[src/rtl/miniscope_readout_if.sv]
// Signal bundle between the miniscope readout sequencer, its controller, the RAM read port
// and the DMB stream. "master" is the sequencer side, "slave" is everything around it.
interface miniscope_readout_if #(
    parameter int RAM_ADRB  = 11,
    parameter int RAM_WIDTH = 8,
    parameter int MXTBINB   = 5
);
    logic                   rd_start;
    logic [RAM_ADRB-1:0]    rd_adr_first;
    logic [MXTBINB-1:0]     rd_tbins;
    logic [RAM_ADRB-1:0]    fifo_radr_mini;
    logic [RAM_WIDTH*2-1:0] fifo_rdata_mini;
    logic [1:0]             parity_err_mini;
    logic [15:0]            mini_dout;
    logic                   mini_dvalid;
    logic                   mini_dlast;
    logic                   rd_busy;
    logic [7:0]             mini_perr_cnt;
    logic                   rdout_sump;

    modport master (
        input  rd_start,
        input  rd_adr_first,
        input  rd_tbins,
        input  fifo_rdata_mini,
        input  parity_err_mini,
        output fifo_radr_mini,
        output mini_dout,
        output mini_dvalid,
        output mini_dlast,
        output rd_busy,
        output mini_perr_cnt,
        output rdout_sump
    );

    modport slave (
        output rd_start,
        output rd_adr_first,
        output rd_tbins,
        output fifo_rdata_mini,
        output parity_err_mini,
        input  fifo_radr_mini,
        input  mini_dout,
        input  mini_dvalid,
        input  mini_dlast,
        input  rd_busy,
        input  mini_perr_cnt,
        input  rdout_sump
    );
endinterface

[src/rtl/miniscope_readout.sv]
// Miniscope FIFO RAM read sequencer: emits header, N RAM data words and a trailer on the DMB stream.
// Parity accumulation is built only when MINI_RDOUT_PARITY_EN is defined.
module miniscope_readout #(
    parameter int RAM_ADRB  = 11,
    parameter int RAM_WIDTH = 8,
    parameter int MXTBINB   = 5
) (
    input  logic                clock,
    input  logic                reset,
    miniscope_readout_if.master bus
);

    typedef enum logic [1:0] {
        IDLE = 2'd0,
        HDR  = 2'd1,
        DATA = 2'd2,
        TRL  = 2'd3
    } state_t;

    state_t                 state_q, state_d;
    logic [RAM_ADRB-1:0]    radr_q, radr_d;
    logic [MXTBINB-1:0]     tbins_q, tbins_d;
    logic [MXTBINB-1:0]     tbinCnt_q, tbinCnt_d;
    logic [RAM_WIDTH*2-1:0] dout_q, dout_d;
    logic                   dvalid_q, dvalid_d;
    logic                   dlast_q, dlast_d;
    logic                   busy_q, busy_d;
    logic [1:0]             perrSticky_q, perrSticky_d;
    logic [7:0]             perrCnt_q, perrCnt_d;
    logic                   sump_q, sump_d;

    logic [15:0]            headerWord;
    logic [15:0]            trailerWord;

    assign headerWord  = {4'hB, 1'b0, tbins_q[4:0], 6'h00};
    assign trailerWord = {4'hE, 2'b00, perrSticky_q, 3'b000, tbinCnt_q[4:0]};

    // Outputs lag the state by one edge, so rd_busy stays high through the cycle
    // in which the trailer is on the bus even though the FSM is already back in IDLE.
    always_comb begin
        state_d      = state_q;
        radr_d       = radr_q;
        tbins_d      = tbins_q;
        tbinCnt_d    = tbinCnt_q;
        dout_d       = dout_q;
        dvalid_d     = 1'b0;
        dlast_d      = 1'b0;
        busy_d       = 1'b0;
        perrSticky_d = perrSticky_q;
        perrCnt_d    = perrCnt_q;

        unique case (state_q)
            IDLE: begin
                if (bus.rd_start) begin
                    state_d      = HDR;
                    radr_d       = bus.rd_adr_first;
                    tbins_d      = bus.rd_tbins;
                    tbinCnt_d    = '0;
                    busy_d       = 1'b1;
                    perrSticky_d = 2'b00;
                end
            end

            HDR: begin
                dout_d   = headerWord;
                dvalid_d = 1'b1;
                busy_d   = 1'b1;
                radr_d   = radr_q + RAM_ADRB'(1);
                state_d  = (tbins_q != '0) ? DATA : TRL;
            end

            DATA: begin
                dout_d    = bus.fifo_rdata_mini;
                dvalid_d  = 1'b1;
                busy_d    = 1'b1;
                radr_d    = radr_q + RAM_ADRB'(1);
                tbinCnt_d = tbinCnt_q + MXTBINB'(1);
`ifdef MINI_RDOUT_PARITY_EN
                perrSticky_d = perrSticky_q | bus.parity_err_mini;
                if ((|bus.parity_err_mini) && (perrCnt_q != 8'hFF)) begin
                    perrCnt_d = perrCnt_q + 8'd1;
                end
`endif
                if (tbinCnt_q == (tbins_q - MXTBINB'(1))) begin
                    state_d = TRL;
                end
            end

            TRL: begin
                dout_d   = trailerWord;
                dvalid_d = 1'b1;
                dlast_d  = 1'b1;
                busy_d   = 1'b1;
                state_d  = IDLE;
            end

            default: begin
                state_d = IDLE;
            end
        endcase
    end

    // Without the parity feature the flags are otherwise unused and only feed the sump.
    always_comb begin
`ifdef MINI_RDOUT_PARITY_EN
        sump_d = 1'b0;
`else
        sump_d = |bus.parity_err_mini;
`endif
    end

    always_ff @(posedge clock or posedge reset) begin
        if (reset) begin
            state_q      <= IDLE;
            radr_q       <= '0;
            tbins_q      <= '0;
            tbinCnt_q    <= '0;
            dout_q       <= '0;
            dvalid_q     <= 1'b0;
            dlast_q      <= 1'b0;
            busy_q       <= 1'b0;
            perrSticky_q <= 2'b00;
            perrCnt_q    <= 8'h00;
            sump_q       <= 1'b0;
        end else begin
            state_q      <= state_d;
            radr_q       <= radr_d;
            tbins_q      <= tbins_d;
            tbinCnt_q    <= tbinCnt_d;
            dout_q       <= dout_d;
            dvalid_q     <= dvalid_d;
            dlast_q      <= dlast_d;
            busy_q       <= busy_d;
            perrSticky_q <= perrSticky_d;
            perrCnt_q    <= perrCnt_d;
            sump_q       <= sump_d;
        end
    end

    assign bus.fifo_radr_mini = radr_q;
    assign bus.mini_dout      = dout_q;
    assign bus.mini_dvalid    = dvalid_q;
    assign bus.mini_dlast     = dlast_q;
    assign bus.rd_busy        = busy_q;
    assign bus.mini_perr_cnt  = perrCnt_q;
    assign bus.rdout_sump     = sump_q;

endmodule

[src/flat_wrapper.sv]
// flat-port wrapper written by rule: the top's interface ports become plain ports
module miniscope_readout_flat 
#(
    parameter int RAM_ADRB  = 11,
    parameter int RAM_WIDTH = 8,
    parameter int MXTBINB   = 5
)
  (clock, reset, bus_rd_start, bus_rd_adr_first, bus_rd_tbins, bus_fifo_rdata_mini, bus_parity_err_mini, bus_fifo_radr_mini, bus_mini_dout, bus_mini_dvalid, bus_mini_dlast, bus_rd_busy, bus_mini_perr_cnt, bus_rdout_sump);
  miniscope_readout_if #(.RAM_ADRB(RAM_ADRB), .RAM_WIDTH(RAM_WIDTH), .MXTBINB(MXTBINB)) bus_i ();
  input  logic clock;
  input  logic reset;
  input wire logic [$bits(bus_i.rd_start)-1:0] bus_rd_start;
  input wire logic [$bits(bus_i.rd_adr_first)-1:0] bus_rd_adr_first;
  input wire logic [$bits(bus_i.rd_tbins)-1:0] bus_rd_tbins;
  input wire logic [$bits(bus_i.fifo_rdata_mini)-1:0] bus_fifo_rdata_mini;
  input wire logic [$bits(bus_i.parity_err_mini)-1:0] bus_parity_err_mini;
  output wire logic [$bits(bus_i.fifo_radr_mini)-1:0] bus_fifo_radr_mini;
  output wire logic [$bits(bus_i.mini_dout)-1:0] bus_mini_dout;
  output wire logic [$bits(bus_i.mini_dvalid)-1:0] bus_mini_dvalid;
  output wire logic [$bits(bus_i.mini_dlast)-1:0] bus_mini_dlast;
  output wire logic [$bits(bus_i.rd_busy)-1:0] bus_rd_busy;
  output wire logic [$bits(bus_i.mini_perr_cnt)-1:0] bus_mini_perr_cnt;
  output wire logic [$bits(bus_i.rdout_sump)-1:0] bus_rdout_sump;
  assign bus_i.rd_start = bus_rd_start;
  assign bus_i.rd_adr_first = bus_rd_adr_first;
  assign bus_i.rd_tbins = bus_rd_tbins;
  assign bus_i.fifo_rdata_mini = bus_fifo_rdata_mini;
  assign bus_i.parity_err_mini = bus_parity_err_mini;
  assign bus_fifo_radr_mini = bus_i.fifo_radr_mini;
  assign bus_mini_dout = bus_i.mini_dout;
  assign bus_mini_dvalid = bus_i.mini_dvalid;
  assign bus_mini_dlast = bus_i.mini_dlast;
  assign bus_rd_busy = bus_i.rd_busy;
  assign bus_mini_perr_cnt = bus_i.mini_perr_cnt;
  assign bus_rdout_sump = bus_i.rdout_sump;
  miniscope_readout #(.RAM_ADRB(RAM_ADRB), .RAM_WIDTH(RAM_WIDTH), .MXTBINB(MXTBINB)) u_core (.clock(clock), .reset(reset), .bus(bus_i));
endmodule
[config.mk]
export PLATFORM = sky130hd
export DESIGN_NAME = miniscope_readout_flat
export DESIGN_NICKNAME = d
export VERILOG_FILES = /design/src/rtl/miniscope_readout_if.sv /design/src/rtl/miniscope_readout.sv /design/src/flat_wrapper.sv
export SDC_FILE = /design/constraint.sdc
export NUM_CORES = 1
export LEC_CHECK = 0
export CORE_ASPECT_RATIO = 0.6
export CORE_UTILIZATION = 40
export CTS_BUF_LIST = sky130_fd_sc_hd__clkbuf_8
export CTS_CLUSTER_DIAMETER = 80
export DETAILED_ROUTE_END_ITERATION = 10
export PLACE_DENSITY = 0.72
export RECOVER_POWER = 25
export SLEW_MARGIN = 25
export SYNTH_ARGS = -nofsm -noshare
export SYNTH_HDL_FRONTEND = slang
export SYNTH_SLANG_ARGS = --single-unit
[constraint.sdc]
create_clock -name clock -period 2.93 [get_ports clock]
set_input_delay 0.586 -clock clock [delete_from_list [all_inputs] [get_ports clock]]
set_output_delay 0.586 -clock clock [all_outputs]
set_load 0.005 [all_outputs]
==> results.toml, run 1 <==
[run_status]
status = "completed"

[grt]
grt_max_degree = 26
grt_antenna_before_repair = 0
grt_usage_pct = 19.6
gr-total-overflow = 0
grt_pass1_vias = 1732
grt_pass1_wl_mm = 8.85

[synthesis]
synthXorXnorAreaFrac_pct = 1.55
synthCells = 237
synth_warnings = 0
yosys.area.top_type = "dfrtp_1"
netlist.area_leader.share_pct = 47.5
ys_ff_latch = 43
yosys.area_share.simple_pct = 13.1
synth.area.top_cells = "dfrtp_1 47%, a21oi_1 5.3%, o21ai_0 4.6%"
netlist_area_mm2 = 0.00227
postSynth.asyncResetShare_pct = 100
synth_compound_area_share_pct = 21.7
yosysUniqueCellTypes = 43
synth_edf_count = 0
synth_top_family_by_area = "compound AO/OA/AOI/OAI gates"
synth_seq_area_share_pct = 47.5
ys.flop_type = "dfrtp_1"
synth.avg_cell_area_um2 = 9.57
synthAdderAreaFrac_pct = 4.42
synth_mux_area_share_pct = 4.25

[power]
ir_worst_vdd_v = 0.000512
p_leak_uw = 0.00130
power.total_uw = 3370
power_density_mw_per_mm2 = 1110

[hold_path]
hp-start = "u_core.bus.mini_dout[6]$_DFFE_PP0P_"
whs_path_depth = 2
holdPathEnd = "u_core.bus.mini_dout[6]$_DFFE_PP0P_"
hp-class = "reg -> reg"

[place]
gp_congestion = 0.859
placed_area_mm2 = 0.00295
pre_cts_ws_ns = 0.464
place_inst = 360
portBuffers = 67
post-dp-hpwl_mm = 4.08

[timing]
finalCritPeriodShare_pct = 74.3
timing.final.ws_setup_ns = 0.754
fin_tns_setup_ns = 0
fmax_mhz = 460
slew_violations = 0
rsz0062_at_grt = "no"
setup_viol = 0
finClkSkew_ns = 0.00669
min_period_ns = 2.18
slew_headroom_pct = 46.3
hold_viol_final = 0
worst_pin_slew_ns = 0.801

[detailed_routing]
route.met2.wl_mm = 2.14
routed.top_layer = "met4"
wl_per_cell_um = 15.1
ant_nets = 0
drt-total-wl_mm = 5.55
drt_iter0_markers = 118
drc = 0
wirelength_met1_mm = 2.89
vias = 1970
vias_per_cell = 5.35
dr_wl_met3_um = 471
drt_pre_antenna_iters = 4

[final_layout]
area_growth_pct = 34.1
num_antenna_cells = 0
stdcell_area_mm2 = 0.00304
fin_cells = 368
layout.nets = 346
final_common_cell = "clkdlybuf4s50_1"
final_cell_mix = "65 x clkdlybuf4s50_1, 43 x dfrtp_1, 27 x nand2_1, 24 x a21oi_1, 21 x o21ai_0"
drive_above_1_share_pct = 6.29

[setup_path]
startpoint_type = "flop"
end_kind = "flop"
cp.required_ns = 3.14
r2r_cells = 7
r2r_slack_ns = 0.75
worstPathMaxFanout = 4
crit_arrival_ns = 2.39
r2r-start = "u_core.tbins_q[0]$_DFFE_PP0P_"
r2r_end = "u_core.state_q[0]$_DFFE_PP0P_"
crit_type = "reg -> reg"

[job]
cap_violations = 0

[clock_tree]
clk_latency_ns = 0.29
cts_root_buf = "clkbuf_8"
hold_buffers = 0
htreeDepth = 2
cts_tree = "built"
cts_inserted_buffers = 5
post_cts_buffers = 0
clk_pin_slew_worst_paths_ns = 0.08
cts_sinks = 43
cts.path.max_buffers = 2
cts_resized = 0

[die]
fp.coreArea_mm2 = 0.00526
die-width_um = 99.2
start_util_pct = 43.1
ios = 76
fp-row-count = 20
fp.dieH_um = 60.3
die-area_mm2 = 0.00598
## worst max-delay path by stage
stage          cells after the start  slack (ns)                                       end                     startpoint
2_1_floorplan                      7        0.92             u_core.state_q[0]$_DFFE_PP0P_  u_core.tbins_q[0]$_DFFE_PP0P_
3_3_place_gp                       5        0.56  u_core.bus.fifo_radr_mini[5]$_DFFE_PP0P_                   bus_rd_start
3_5_place_dp                       5        0.46  u_core.bus.fifo_radr_mini[5]$_DFFE_PP0P_                   bus_rd_start
4_1_cts                            6        0.67  u_core.bus.fifo_radr_mini[5]$_DFFE_PP0P_  u_core.state_q[0]$_DFFE_PP0P_
5_1_grt                            7        0.67             u_core.state_q[0]$_DFFE_PP0P_  u_core.tbins_q[0]$_DFFE_PP0P_
6_report                           7        0.75             u_core.state_q[0]$_DFFE_PP0P_  u_core.tbins_q[0]$_DFFE_PP0P_
## flip-flops by register name, indices dropped and copies added, names as in the netlist
signal and cells:
u_core.tbins_q 5, u_core.bus.mini_dlast 1, u_core.bus.mini_dout 16, u_core.bus.fifo_radr_mini 11, u_core.bus.rd_busy 1, u_core.bus.mini_dvalid 1, u_core.state_q 2, u_core.tbinCnt_q 5
u_core.bus.rdout_sump 1
## logic make-up (layout without fill, tap and decap cells)
family,Yosys count,count (layout)
other,1,8
multiplexers,9,9
XOR/XNOR,4,4
buffers and inverters,32,90
flip-flops,43,43
adder cells (fa/ha/maj),8,8
AO/OA/AOI/OAI,79,79
AND/OR/NAND/NOR,61,61
## stage by stage
step / hold WS, ns / utilization, %
CTS: 0.493 / 57.8
floorplan: 0.476 / -
global placement: 0.470 / 56.2
finish: 0.492 / 57.9
detailed placement: 0.473 / 56.2
global route: 0.530 / 57.9
## critical path: stages, from the launching register on
cell and delay [ns]:
dfrtp_1 0.41, inv_1 0.09, ha_1 0.32, xnor2_1 0.15, a211o_1 0.28, o31a_1 0.29, or3_4 0.38, o31ai_1 0.19
## cell type report
type,count,area (um2)
Multi-Input combinational cell,169,1050
Timing Repair Buffer,71,701
Inverter,11,41.3
Clock buffer,5,68.8
Fill cell,466,2210
Sequential cell,43,1080
Clock inverter,3,16.3
Tap cell,66,82.6
## power breakdown
group | switching [uW] | internal (uW) | total (uW)
clock | 205 | 163 | 368
combinational | 951 | 925 | 1880
sequential | 261 | 869 | 1130
## synth_stat cells (all sizes together), types with 2 or more instances
| cell | instances |
|---|---|
| dfrtp | 43 |
| nand2 | 27 |
| a21oi | 24 |
| o21ai | 22 |
| buf | 11 |
| inv | 11 |
| clkbuf | 10 |
| ha | 8 |
| a22oi | 7 |
| nand3 | 7 |
| nor2 | 6 |
| nor3 | 6 |
| a22o | 5 |
| mux2 | 5 |
| o22ai | 5 |
| mux2i | 4 |
| nand2b | 4 |
| o32ai | 3 |
| xnor2 | 3 |
| a211o | 2 |
| a21o | 2 |
| nor2b | 2 |
| nor3b | 2 |
| o2bb2a | 2 |
| or3 | 2 |
## metal layers
metal,GRT usage (%),vias to the layer above
li1,-,957
met1,30.6,920
met2,25.3,88
met4,5.88,0
met5,0,-
met3,5.96,5
Note: power is estimated with default switching activity, not from simulation.
==> inputs of run 2 (changes only) <==
==> constraint.sdc (replaced) <==
create_clock -name clock -period 2.05 [get_ports clock]
set_input_delay 0.41 -clock clock [delete_from_list [all_inputs] [get_ports clock]]
set_output_delay 0.41 -clock clock [all_outputs]
set_load 0.005 [all_outputs]
==> run 2 against run 1 <==
Combinational power up 52%. Die area unchanged. Routed wire length down 0.63%. Hold slack worse by 0.00069 ns. Core utilization up 1.9 points. Critical path type unchanged. Largest power group unchanged.
==> results.toml, run 2 (same netlist as run 1, synthesis figures left out) <==
[run_status]
status = "completed"

[timing]
min_period_ns = 2.01
hold_viol_final = 0
rsz0062_at_grt = "yes"
timing.final.ws_setup_ns = 0.0395
setup_viol = 0
fmax_mhz = 497
finalCritPeriodShare_pct = 98.1
worst_pin_slew_ns = 0.614
finClkSkew_ns = 0.00902
slew_violations = 0
slew_headroom_pct = 58.7

[setup_path]
crit_arrival_ns = 2.23
max_stage_delay_ns = 0.43
cpMaxStageDelayCell = "dfrtp_1"
crit_type = "reg -> reg"
startpoint_type = "flop"
end_kind = "flop"
cp.required_ns = 2.27
worstPathMaxFanout = 4
cp.buffers_inverters = 1
path_cells = "inv_2 -> ha_4 -> xnor2_1 -> a211o_1 -> o31a_1 -> or3_4 -> o31ai_2"
cp_top_family = "compound AO/OA/AOI/OAI gates"

[detailed_routing]
drt_pre_antenna_iters = 4
drc = 0
vias_per_cell = 5.18
vias = 1948
wl_per_cell_um = 14.7
drt-total-wl_mm = 5.52
ant_nets = 0
drt_iter0_markers = 117

[die]
die-area_mm2 = 0.00598
ios = 76
fp-row-count = 20
fp.dieH_um = 60.3
fp.coreArea_mm2 = 0.00526
die-width_um = 99.2
start_util_pct = 43.1

[clock_tree]
cts_root_buf = "clkbuf_8"
cts_tree = "built"
cts.path.max_buffers = 2
clk_latency_ns = 0.30
cts_inserted_buffers = 5
cts_sinks = 43
clk_pin_slew_worst_paths_ns = 0.09
htreeDepth = 2

[grt]
grt_antenna_before_repair = 0
gr-total-overflow = 0
grt_usage_pct = 19.7
grt_pass1_vias = 1764
grt_pass1_wl_mm = 8.98
grt_max_degree = 26

[final_layout]
final_cell_mix = "65 x clkdlybuf4s50_1, 43 x dfrtp_1, 27 x nand2_1, 24 x a21oi_1, 21 x o21ai_0"
layout.nets = 354
drive_above_1_share_pct = 10.0
largest_reg_flops = 16
num_antenna_cells = 0
area_growth_pct = 38.5
fin_cells = 376
final_common_cell = "clkdlybuf4s50_1"

[place]
portBuffers = 67
gp_congestion = 0.829
post-dp-hpwl_mm = 4.16
place_inst = 367
pre_cts_ws_ns = -0.0986

[power]
power_density_mw_per_mm2 = 1630
power.total_uw = 5110
p_leak_uw = 0.00135
ir_worst_vdd_v = 0.000720

[hold_path]
hp-class = "reg -> reg"

[job]
cap_violations = 0
## run 2: routing by layer
| metal | GRT usage (%) | vias to the layer above | wire [um] |
|---|---|---|---|
| li1 | - | 981 | - |
| met1 | 30.7 | 895 | 2930 |
| met2 | 26.7 | 69 | 2210 |
| met3 | 5.15 | 3 | 356 |
| met4 | 5.04 | 0 | 19 |
| met5 | 0 | - | 0 |
## run 2: repair_timing
action                     4_1_cts  5_1_grt
setup endpoints to repair        2        1
gates cloned                     0        0
hold endpoints to repair         0        0
resized for setup                4        1
pin swaps                        5        0
hold buffers                     0        0
setup buffers                    1        0
## run 2: path summary, 6_finish.rpt
kind	to	cells past startpoint	slack, ns	start
max	u_core.state_q[0]$_DFFE_PP0P_	7	0.04	u_core.tbins_q[0]$_DFFE_PP0P_
min in group asynchronous	u_core.bus.rd_busy$_DFF_PP0_	2	0.53	reset
min reg2reg	u_core.bus.mini_dout[2]$_DFFE_PP0P_	2	0.49	u_core.bus.mini_dout[2]$_DFFE_PP0P_
max in group asynchronous	u_core.tbins_q[0]$_DFFE_PP0P_	3	0.69	reset
max reg2reg	u_core.state_q[0]$_DFFE_PP0P_	7	0.04	u_core.tbins_q[0]$_DFFE_PP0P_
min	u_core.bus.mini_dout[2]$_DFFE_PP0P_	2	0.49	u_core.bus.mini_dout[2]$_DFFE_PP0P_
## run 2: metrics by stage
| step | utilization (%) | instance area (um2) | hold WS, ns | setup TNS, ns |
|---|---|---|---|---|
| floorplan | - | 2290 | 0.476 | 0 |
| global placement | 57.2 | 3000 | 0.467 | -0.0106 |
| detailed placement | 57.2 | 3000 | 0.473 | -0.146 |
| CTS | 59.9 | 3150 | 0.403 | 0 |
| global route | 59.8 | 3140 | 0.529 | -0.0568 |
| finish | 59.8 | 3140 | 0.492 | 0 |
## run 2: area by class of cell
class / count / area, um2
clock buffers: 5 / 68.8
clock inverters: 3 / 43.8
fillers: 462 / 2110
inverters: 11 / 41.3
multi-input cells: 169 / 1070
flip-flops and latches: 43 / 1080
well taps: 66 / 82.6
repair buffers: 79 / 754
## run 2: worst register-to-register path, stage by stage, from the launching register on
cell and delay [ns]:
dfrtp_1 0.43, inv_2 0.09, ha_4 0.19, xnor2_1 0.11, a211o_1 0.27, o31a_1 0.26, or3_4 0.35, o31ai_2 0.22
## run 2: power breakdown
part           internal, uW  leakage (uW)  total (uW)  switching [uW]
registers              1240      0.000515        1590             352
clock network           363     0.0000581         665             302
logic                  1440      0.000774        2850            1410
total                  3050       0.00135        5110            2060
==> inputs of run 3 (changes only) <==
--- a/config.mk
+++ b/config.mk
@@ -6,6 +6,7 @@
 export NUM_CORES = 1
 export LEC_CHECK = 0
 export CORE_ASPECT_RATIO = 0.6
+export CORE_MARGIN = 5
 export CORE_UTILIZATION = 40
 export CTS_BUF_LIST = sky130_fd_sc_hd__clkbuf_8
 export CTS_CLUSTER_DIAMETER = 80
==> run 3 against run 2 <==
Via count is 1.2% higher. Final cell count grew 3.7%. Flip-flop and latch count did not move. Sequential share of layout area fell by 0.11 points. Non-clock buffer count stayed put. Cell area rose by 0.32%. First-iteration DRC count up 19%. Clock power is 22% lower. Maximum frequency shrank 0.28%. Register-to-register slack is essentially flat. Power is 0.71% lower. Routed wire length grew 4.8%.
==> results.toml, run 3 (same netlist as run 1, synthesis figures left out) <==
[timing]
fin_tns_setup_ns = 0
setup_viol = 0
min_period_ns = 2.02
finClkSkew_ns = 0.0102
finalCritPeriodShare_pct = 98.4
rsz0062_at_grt = "yes"
slew_violations = 0
worst_pin_slew_ns = 1.07
fmax_mhz = 496
hold_viol_final = 0
slew_headroom_pct = 28.9

[clock_tree]
cts.path.max_buffers = 2
cts_sinks = 43
cts_inserted_buffers = 5
hold_buffers = 0
cts_root_buf = "clkbuf_8"
cts_tree = "built"
htreeDepth = 2
clk_pin_slew_worst_paths_ns = 0.08
clk_latency_ns = 0.29

[die]
fp-row-count = 21
start_util_pct = 40.9
ios = 76
fp.coreArea_mm2 = 0.00554
die-width_um = 107
fp.dieH_um = 68.3
die-area_mm2 = 0.00732

[power]
power.total_uw = 5070
ir_worst_vdd_v = 0.000813
power_density_mw_per_mm2 = 1610
p_leak_uw = 0.00134

[grt]
grt_pass1_wl_mm = 9.06
grt_usage_pct = 15.9
grt_pass1_vias = 1814
grt_antenna_before_repair = 0
grt_max_degree = 44
gr-total-overflow = 0

[setup_path]
startpoint_type = "flop"
r2r_slack_ns = 0.03
crit_arrival_ns = 2.17
r2r-start = "u_core.tbins_q[0]$_DFFE_PP0P_"
max_stage_delay_ns = 0.41
crit_type = "reg -> reg"
path_cells = "or3_4 -> a211o_1 -> o31a_1 -> o41ai_2 -> o31ai_4"
r2r_end = "u_core.state_q[0]$_DFFE_PP0P_"
endpoint = "u_core.state_q[0]$_DFFE_PP0P_"
cp.required_ns = 2.20
r2r_cells = 5
worstPathMaxFanout = 3
cpMaxStageDelayCell = "dfrtp_1"
critPathLaunch = "u_core.tbins_q[0]$_DFFE_PP0P_"
end_kind = "flop"

[final_layout]
final_common_cell = "clkdlybuf4s50_1"
final_util_pct = 56.8
largest_reg_flops = 16
drive_above_1_share_pct = 10.3
final_cell_mix = "66 x clkdlybuf4s50_1, 43 x dfrtp_1, 27 x nand2_1, 24 x a21oi_1, 21 x o21ai_0"
num_antenna_cells = 0
layout.nets = 354
stdcell_area_mm2 = 0.00315
area_growth_pct = 39.0

[detailed_routing]
drt_iter0_markers = 139
drt_pre_antenna_iters = 4
wirelength_met1_mm = 2.90
vias = 1972
route.met2.wl_mm = 2.45
dr_wl_met3_um = 392
vias_per_cell = 5.06
ant_nets = 0
drt-total-wl_mm = 5.78
drc = 0
wl_per_cell_um = 14.8
routed.top_layer = "met4"

[run_status]
status = "completed"

[place]
placed_area_mm2 = 0.00303
portBuffers = 67
post-dp-hpwl_mm = 4.33
gp_congestion = 0.799

[hold_path]
hp-class = "reg -> reg"
hp-start = "u_core.bus.mini_dout[9]$_DFFE_PP0P_"

[job]
cap_violations = 0
==> run 3: cell count changes in the layout (fill, tap and decap cells not counted), sizes merged <==
cell           before  now
buf                10   11
bufinv              1    0
clkbuf              7    6
clkdlybuf4s50      65   66
clkinv              3    2
clkinvlp            0    1
dlygate4sd3         2    1
inv                10   11
==> run 3: critical path, delay by kind of cell, from the launching register on <==
| family | cells | cell delay, ns |
|---|---|---|
| AO/OA/AOI/OAI | 4 | 1.08 |
| flip-flops | 1 | 0.41 |
| AND/OR/NAND/NOR | 1 | 0.40 |
==> run 3: worst min-delay path by stage <==
stage | to | slack [ns] | cells after the start
4_1_cts | u_core.bus.mini_dout[15]$_DFFE_PP0P_ | 0.47 | 3
6_report | u_core.bus.mini_dout[9]$_DFFE_PP0P_ | 0.49 | 2
3_5_place_dp | u_core.bus.mini_dout[9]$_DFFE_PP0P_ | 0.47 | 2
5_1_grt | u_core.bus.mini_dout[1]$_DFFE_PP0P_ | 0.52 | 2
3_3_place_gp | u_core.bus.mini_dout[14]$_DFFE_PP0P_ | 0.47 | 2
2_1_floorplan | u_core.bus.mini_dout[0]$_DFFE_PP0P_ | 0.48 | 2
==> run 3: layout make-up <==
class	count	area, um2
flip-flops and latches	43	1080
inverters	11	41.3
multi-input cells	169	1090
fillers	496	2390
well taps	80	100
clock buffers	5	68.8
clock inverters	3	16.3
repair buffers	79	758
==> run 3: report_power, final <==
part	internal (uW)	switching [uW]	total [uW]
clock network	233	288	522
logic	1500	1460	2960
registers	1240	351	1590
==> run 3: routing by layer <==
metal / GRT usage [%] / vias up
met5: 0 / -
met4: 4.31 / 0
met3: 4.24 / 2
met2: 23.0 / 54
met1: 23.2 / 940
li1: - / 976
==> run 3: what timing repair did <==
item / in CTS / in global routing
buffers inserted: 1 / 0
resized for setup: 3 / 4
pin swaps: 2 / 0
endpoints found under the setup margin: 2 / 2
==> run 3: per-stage QoR <==
stage / hold slack (ns) / setup slack, ns / cells
CTS: 0.469 / 0.000910 / 390
detailed placement: 0.474 / -0.121 / 381
global placement: 0.468 / -0.00616 / 381
global route: 0.521 / -0.0173 / 390
finish: 0.493 / 0.0338 / 390
floorplan: 0.476 / 0.0441 / 244
